$ cat src/rtl/kc_gfx_pkg.sv
// Shared graphics definitions: screen geometry, colour palette, rectangle command
// layout and the plotter FSM state encoding.
package kc_gfx_pkg;

    localparam int SCREEN_W = 160;
    localparam int SCREEN_H = 120;
    localparam int COLOUR_W = 3;

    localparam logic [COLOUR_W-1:0] BLACK   = 3'b000;
    localparam logic [COLOUR_W-1:0] BLUE    = 3'b001;
    localparam logic [COLOUR_W-1:0] GREEN   = 3'b010;
    localparam logic [COLOUR_W-1:0] CYAN    = 3'b011;
    localparam logic [COLOUR_W-1:0] RED     = 3'b100;
    localparam logic [COLOUR_W-1:0] MAGENTA = 3'b101;
    localparam logic [COLOUR_W-1:0] YELLOW  = 3'b110;
    localparam logic [COLOUR_W-1:0] WHITE   = 3'b111;

    typedef struct packed {
        logic [7:0]          x;
        logic [7:0]          y;
        logic [7:0]          w;
        logic [7:0]          h;
        logic [COLOUR_W-1:0] colour;
    } rect_cmd_t;

    typedef enum logic [1:0] {
        ST_IDLE,
        ST_DRAW,
        ST_DONE
    } state_t;

endpackage

$ cat src/rtl/rect_cmd_fifo.sv
// Small synchronous FIFO of rectangle commands; DEPTH must be a power of two so
// the pointers wrap naturally.
module rect_cmd_fifo
    import kc_gfx_pkg::*;
#(
    parameter int DEPTH = 2
) (
    input  logic      clk,
    input  logic      resetn,
    input  logic      push_i,
    input  rect_cmd_t data_i,
    input  logic      pop_i,
    output rect_cmd_t data_o,
    output logic      full_o,
    output logic      empty_o
);
    localparam int PTR_W = (DEPTH > 1) ? $clog2(DEPTH) : 1;
    localparam int CNT_W = PTR_W + 1;

    rect_cmd_t        mem_q [DEPTH];
    logic [PTR_W-1:0] wr_ptr_q, rd_ptr_q;
    logic [CNT_W-1:0] count_q, count_d;

    always_comb begin
        count_d = count_q;
        if (push_i && !pop_i) count_d = count_q + 1'b1;
        else if (pop_i && !push_i) count_d = count_q - 1'b1;
    end

    always_ff @(posedge clk or negedge resetn) begin
        if (!resetn) begin
            wr_ptr_q <= '0;
            rd_ptr_q <= '0;
            count_q  <= '0;
        end else begin
            if (push_i) wr_ptr_q <= wr_ptr_q + 1'b1;
            if (pop_i)  rd_ptr_q <= rd_ptr_q + 1'b1;
            count_q <= count_d;
        end
    end

    // Payload storage carries no reset; only the pointers define validity.
    always_ff @(posedge clk) begin
        if (push_i) mem_q[wr_ptr_q] <= data_i;
    end

    assign data_o  = mem_q[rd_ptr_q];
    assign full_o  = (count_q == CNT_W'(DEPTH));
    assign empty_o = (count_q == '0);

endmodule

$ cat src/rtl/rect_plotter.sv
// Rectangle fill engine: queues draw commands and emits one pixel per clock in
// raster order, then pulses done. Optional off-screen clipping: RECT_PLOTTER_CLIP_EN.
module rect_plotter #(
    parameter int X_W        = 8,
    parameter int Y_W        = 8,
    parameter int COLOUR_W   = kc_gfx_pkg::COLOUR_W,
    parameter int FIFO_DEPTH = 2
`ifdef RECT_PLOTTER_CLIP_EN
    ,
    parameter int SCREEN_W   = kc_gfx_pkg::SCREEN_W,
    parameter int SCREEN_H   = kc_gfx_pkg::SCREEN_H
`endif
) (
    input  logic                clk,
    input  logic                resetn,
    input  logic                cmd_valid,
    output logic                cmd_ready,
    input  logic [X_W-1:0]      cmd_x,
    input  logic [Y_W-1:0]      cmd_y,
    input  logic [X_W-1:0]      cmd_w,
    input  logic [Y_W-1:0]      cmd_h,
    input  logic [COLOUR_W-1:0] cmd_colour,
    output logic [X_W-1:0]      x_out,
    output logic [Y_W-1:0]      y_out,
    output logic [COLOUR_W-1:0] colour_out,
    output logic                plot,
    output logic                done,
    output logic                busy
);
    import kc_gfx_pkg::*;

    rect_cmd_t           push_cmd, head_cmd;
    logic                fifo_full, fifo_empty, push, pop;
    state_t              state_q, state_d;
    logic [X_W-1:0]      x0_q, x0_d, w_q, w_d, col_q, col_d, x_q, x_d, px;
    logic [Y_W-1:0]      y0_q, y0_d, h_q, h_d, row_q, row_d, y_q, y_d, py;
    logic [COLOUR_W-1:0] fill_q, fill_d, colour_q, colour_d;
    logic                plot_q, plot_d, done_q, done_d, on_screen;

    assign push_cmd = {cmd_x, cmd_y, cmd_w, cmd_h, cmd_colour};
    assign push     = cmd_valid && cmd_ready;

    rect_cmd_fifo #(.DEPTH(FIFO_DEPTH)) u_fifo (
        .clk     (clk),
        .resetn  (resetn),
        .push_i  (push),
        .data_i  (push_cmd),
        .pop_i   (pop),
        .data_o  (head_cmd),
        .full_o  (fifo_full),
        .empty_o (fifo_empty)
    );

    // Pixel address wraps modulo the field width.
    assign px = x0_q + col_q;
    assign py = y0_q + row_q;

`ifdef RECT_PLOTTER_CLIP_EN
    localparam logic [X_W-1:0] X_LIM = X_W'(SCREEN_W);
    localparam logic [Y_W-1:0] Y_LIM = Y_W'(SCREEN_H);
    assign on_screen = (px < X_LIM) && (py < Y_LIM);
`else
    assign on_screen = 1'b1;
`endif

    always_comb begin
        state_d  = state_q;
        x0_d     = x0_q;
        y0_d     = y0_q;
        w_d      = w_q;
        h_d      = h_q;
        fill_d   = fill_q;
        col_d    = col_q;
        row_d    = row_q;
        x_d      = x_q;
        y_d      = y_q;
        colour_d = colour_q;
        plot_d   = 1'b0;
        done_d   = 1'b0;
        pop      = 1'b0;
        case (state_q)
            ST_IDLE: begin
                if (!fifo_empty) begin
                    pop     = 1'b1;
                    x0_d    = head_cmd.x;
                    y0_d    = head_cmd.y;
                    w_d     = head_cmd.w;
                    h_d     = head_cmd.h;
                    fill_d  = head_cmd.colour;
                    col_d   = '0;
                    row_d   = '0;
                    state_d = (head_cmd.w == '0 || head_cmd.h == '0) ? ST_DONE : ST_DRAW;
                end
            end
            ST_DRAW: begin
                x_d      = px;
                y_d      = py;
                colour_d = fill_q;
                plot_d   = on_screen;
                if (col_q == w_q - 1'b1) begin
                    col_d = '0;
                    row_d = row_q + 1'b1;
                    if (row_q == h_q - 1'b1) state_d = ST_DONE;
                end else begin
                    col_d = col_q + 1'b1;
                end
            end
            ST_DONE: begin
                done_d  = 1'b1;
                state_d = ST_IDLE;
            end
            default: state_d = ST_IDLE;
        endcase
    end

    always_ff @(posedge clk or negedge resetn) begin
        if (!resetn) begin
            state_q  <= ST_IDLE;
            x0_q     <= '0;
            y0_q     <= '0;
            w_q      <= '0;
            h_q      <= '0;
            fill_q   <= '0;
            col_q    <= '0;
            row_q    <= '0;
            x_q      <= '0;
            y_q      <= '0;
            colour_q <= '0;
            plot_q   <= 1'b0;
            done_q   <= 1'b0;
        end else begin
            state_q  <= state_d;
            x0_q     <= x0_d;
            y0_q     <= y0_d;
            w_q      <= w_d;
            h_q      <= h_d;
            fill_q   <= fill_d;
            col_q    <= col_d;
            row_q    <= row_d;
            x_q      <= x_d;
            y_q      <= y_d;
            colour_q <= colour_d;
            plot_q   <= plot_d;
            done_q   <= done_d;
        end
    end

    assign cmd_ready  = !fifo_full;
    assign busy       = (state_q != ST_IDLE) || !fifo_empty;
    assign x_out      = x_q;
    assign y_out      = y_q;
    assign colour_out = colour_q;
    assign plot       = plot_q;
    assign done       = done_q;

endmodule
$ cat config.mk
export PLATFORM = sky130hd
export DESIGN_NAME = rect_plotter
export DESIGN_NICKNAME = d
export VERILOG_FILES = /design/src/rtl/kc_gfx_pkg.sv /design/src/rtl/rect_cmd_fifo.sv /design/src/rtl/rect_plotter.sv
export SDC_FILE = /design/constraint.sdc
export NUM_CORES = 1
export LEC_CHECK = 0
export CORE_MARGIN = 5
export CORE_UTILIZATION = 25
export DETAILED_ROUTE_END_ITERATION = 6
export DONT_BUFFER_PORTS = 1
export GPL_TIMING_DRIVEN = 0
export HOLD_SLACK_MARGIN = 0.08
export SLEW_MARGIN = 20
export SYNTH_ARGS = -nofsm -noshare
export SYNTH_HDL_FRONTEND = slang
export SYNTH_SLANG_ARGS = --single-unit
$ cat constraint.sdc
create_clock -name clk -period 3.26 [get_ports clk]
set_input_delay 0.652 -clock clk [delete_from_list [all_inputs] [get_ports clk]]
set_output_delay 0.652 -clock clk [all_outputs]
set_load 0.1 [all_outputs]
==> results.py <==
metrics = {
    "critical_path": {
        "path_class": "flop to flop",
        "cp-end-kind": "flop",
        "cp_max_fo": 5,
        "slowest_stage": "or4_1",
        "cp_data_arrival_time_ns": 3.43,
        "critPathMaxStageDelay_ns": 0.50,
        "crit_required_ns": 3.56,
        "crit_path_start_kind": "flop",
        "path_cells": "inv_1 -> ha_1 -> or3b_1 -> or4_1 -> a2111oi_2 -> o211a_1 -> nand2b_1 -> and2_1 -> mux2_2",
    },
    "synth": {
        "synth_seq_cells": 148,
        "synth_flop_cell": "dfrtp_1",
        "synth_edf_count": 70,
        "synthCells": 554,
        "yosysWarnings": 0,
        "synth.net_count": 613,
        "yosysUniqueCellTypes": 52,
        "async_reset_ff_frac": 0.527,
        "syn_area_sq_mm": 0.00661,
        "avgSynthCellArea_sq_um": 11.9,
        "ys_seq_area_frac": 0.613,
    },
    "grt": {
        "grt_pass1_vias": 4162,
        "grt_max_degree": 79,
        "grt_util_all_layers": 0.0955,
        "antenna_found_initial": 0,
        "grt_pass1_wl_um": 22600,
        "grt-ovfl-total": 0,
    },
    "floorplan": {
        "die_area_sq_mm": 0.0298,
        "rows": 59,
        "die_h_um": 173,
        "die_w_um": 173,
        "io_pins": 61,
        "design.core.area_sq_mm": 0.0261,
        "initial_core_util": 0.254,
    },
    "finish": {
        "num_antenna_cells": 0,
        "area_growth_pct": 15.9,
        "layout_common_cells": "nand2_1, dfrtp_1, edfxtp_1",
        "drive_gt1_frac": 0.0761,
        "layout_commonest_cell": "nand2_1",
        "nets": 637,
    },
    "routing": {
        "dr.pass1.iters": 4,
        "m1WireLength_um": 6410,
        "antenna_left": 0,
        "wl_per_cell_um": 15.3,
        "met3WireLength_um": 1130,
        "drc_errors": 0,
        "top_layer": "met4",
        "drt_wl_total_um": 14100,
        "vias_per_cell": 4.44,
        "num_vias": 4116,
        "met2_length_um": 6410,
        "drt_iter0_drc": 251,
    },
    "sta": {
        "clock_skew_ns": 0.0235,
        "fin_ws_ns": 0.132,
        "finalSetupTns_ns": 0,
        "maxSlewViolCount": 0,
        "hold_viol": 0,
        "tightest_slew_ns": 1.10,
        "period_minus_slack_ns": 3.13,
        "rsz0062_at_grt": "no",
        "setup_violations": 0,
        "fin_crit_sh": 0.959,
        "fmax_mhz": 320,
        "relSlewSlack": 0.269,
    },
    "min_path": {
        "hold_path.class": "primary input to asynchronous set/reset pin",
    },
    "placement": {
        "io_buffers": 0,
        "place.gp.congestion": 0.747,
        "dpl.hpwl_um": 10700,
        "pre_cts_ws_ns": -0.0129,
    },
    "pwr": {
        "leakagePower_nw": 3.18,
        "power.internal_mw": 3.72,
        "power_density_mw_per_mm2": 739,
        "p_total_mw": 5.67,
        "switching_power_mw": 1.95,
        "ir_drop_uv": 383,
        "clkPwrFrac": 0.306,
        "pwr-share-seq": 0.543,
        "combPwrFrac": 0.150,
        "sw_frac_of_total": 0.343,
    },
    "clock_network": {
        "cts.path.max_buffers": 2,
        "cts_max_level": 4,
        "insertion_delay_ns": 0.43,
        "cts_buffers": 17,
        "clock_sinks": 148,
        "cts_tree": "yes",
        "clk_pin_slew_ns": 0.06,
        "root_buffer": "clkbuf_16",
    },
    "run_status": {
        "outcome": "finished, final reports clean",
    },
    "run": {
        "maxCapViolCount": 0,
    },
}
layer usage:
layer  vias to the layer above  track usage
met4                         0       0.0386
li1                       2042            -
met1                      1981        0.115
met3                        12       0.0426
met2                        81        0.149
met5                         -            0
registers in the layout (all words and copies together) (netlist names), 8 cells and up:
register      cells
x_out             8
col_q             8
x0_q              8
h_q               8
u_fifo.mem_q     70
y_out             8
w_q               8
row_q             8
y0_q              8
logic make-up (layout without fill, tap and decap cells):
group,count (synthesis),in the layout,synth area share
buf+inv,34,71,0.0199
mux,36,36,0.0547
compound gates,107,107,0.0961
flops,148,148,0.613
xor+xnor,40,40,0.0530
simple gates,168,168,0.121
fa+ha+maj,21,21,0.0420
stage by stage:
| step | area [sq um] | util | std cells | hold WS [ns] |
|---|---|---|---|---|
| final | 7660 | 0.294 | 926 | 0.133 |
| after detailed placement | 7080 | 0.272 | 891 | 0.360 |
| after CTS | 7660 | 0.294 | 926 | 0.128 |
| after global placement | 7030 | 0.270 | 889 | 0.360 |
| after global routing | 7660 | 0.294 | 926 | 0.147 |
| after floorplan | 6610 | - | 554 | 0.356 |
path summary, 6_finish.rpt:
check                                                 to  slack [ns]           startpoint  cells past startpoint
max in group asynchronous             w_q[0]$_DFFE_PN0P_        2.82               resetn                      1
setup / recovery                    row_q[0]$_DFFE_PN0P_        0.13   w_q[0]$_DFFE_PN0P_                      9
hold / removal               u_fifo.wr_ptr_q$_DFFE_PN0P_        0.13               resetn                      1
min in group clk           u_fifo.mem_q[0][14]$_DFFE_PP_        0.32             cmd_w[3]                      0
hold reg to reg                      x0_q[5]$_DFFE_PN0P_        0.50  x0_q[5]$_DFFE_PN0P_                      2
setup reg to reg                    row_q[0]$_DFFE_PN0P_        0.13   w_q[0]$_DFFE_PN0P_                      9
synth_stat cells (2+ instances only):
cell type  number  area share
nand2_1        79       0.045
dfrtp_1        78        0.30
edfxtp_1       70        0.32
o21ai_0        63       0.048
mux2i_1        35       0.053
xnor2_1        23       0.030
nor2_1         22       0.012
ha_1           19       0.036
xor2_1         17       0.023
clkbuf_1       15      0.0085
inv_1          14      0.0079
a21oi_1        12      0.0091
nor3_1         10      0.0076
nand3_1         8      0.0061
nor2b_1         8      0.0076
nand2b_1        7      0.0066
nor4_1          7      0.0066
a21o_1          5      0.0057
a31oi_1         5      0.0047
or3_1           5      0.0047
o21a_1          4      0.0045
o31ai_1         4      0.0045
nand3b_1        3      0.0034
nand4_1         3      0.0028
or4_1           3      0.0034
a31o_2          2      0.0026
and2_1          2      0.0019
and3_1          2      0.0019
buf_1           2      0.0011
fa_1            2      0.0061
o22ai_1         2      0.0019
o41a_1          2      0.0034
or2_2           2      0.0019
power by group through the flow:
stage          Combinational [mW]  Clock (mW)  Sequential, mW
6_report                    0.851        1.74            3.08
5_1_grt                     0.965        1.87            3.13
4_1_cts                     0.863        1.78            3.09
3_5_place_dp                0.834           0            3.13
3_3_place_gp                0.776           0            3.13
2_1_floorplan               0.650           0            3.02
cell type report:
class | instances | area, sq um
multi-input combinational | 372 | 2440
sequential | 148 | 4060
tap | 335 | 419
clock inverter | 9 | 55.1
inverter | 16 | 60.1
buffer | 18 | 71.3
timing repair buffer | 5 | 82.6
fill | 2660 | 18400
clock buffer | 23 | 479
worst max-delay path, delay by kind of cell (launching register included):
family,cells,cell delay [ns]
AO/OA/AOI/OAI,2,0.58
AND/OR/NAND/NOR,4,1.37
adder cells (fa/ha/maj),1,0.19
multiplexers,1,0.37
buffers and inverters,1,0.06
flip-flops,1,0.43
timing repair:
item	4_1_cts	5_1_grt
endpoints found under the hold margin	78	0
gates resized for setup	0	2
hold buffers	1	0
pin swaps	1	1
setup buffers	2	0
endpoints found under the setup margin	1	3
Note: power is estimated with default switching activity, not from simulation.
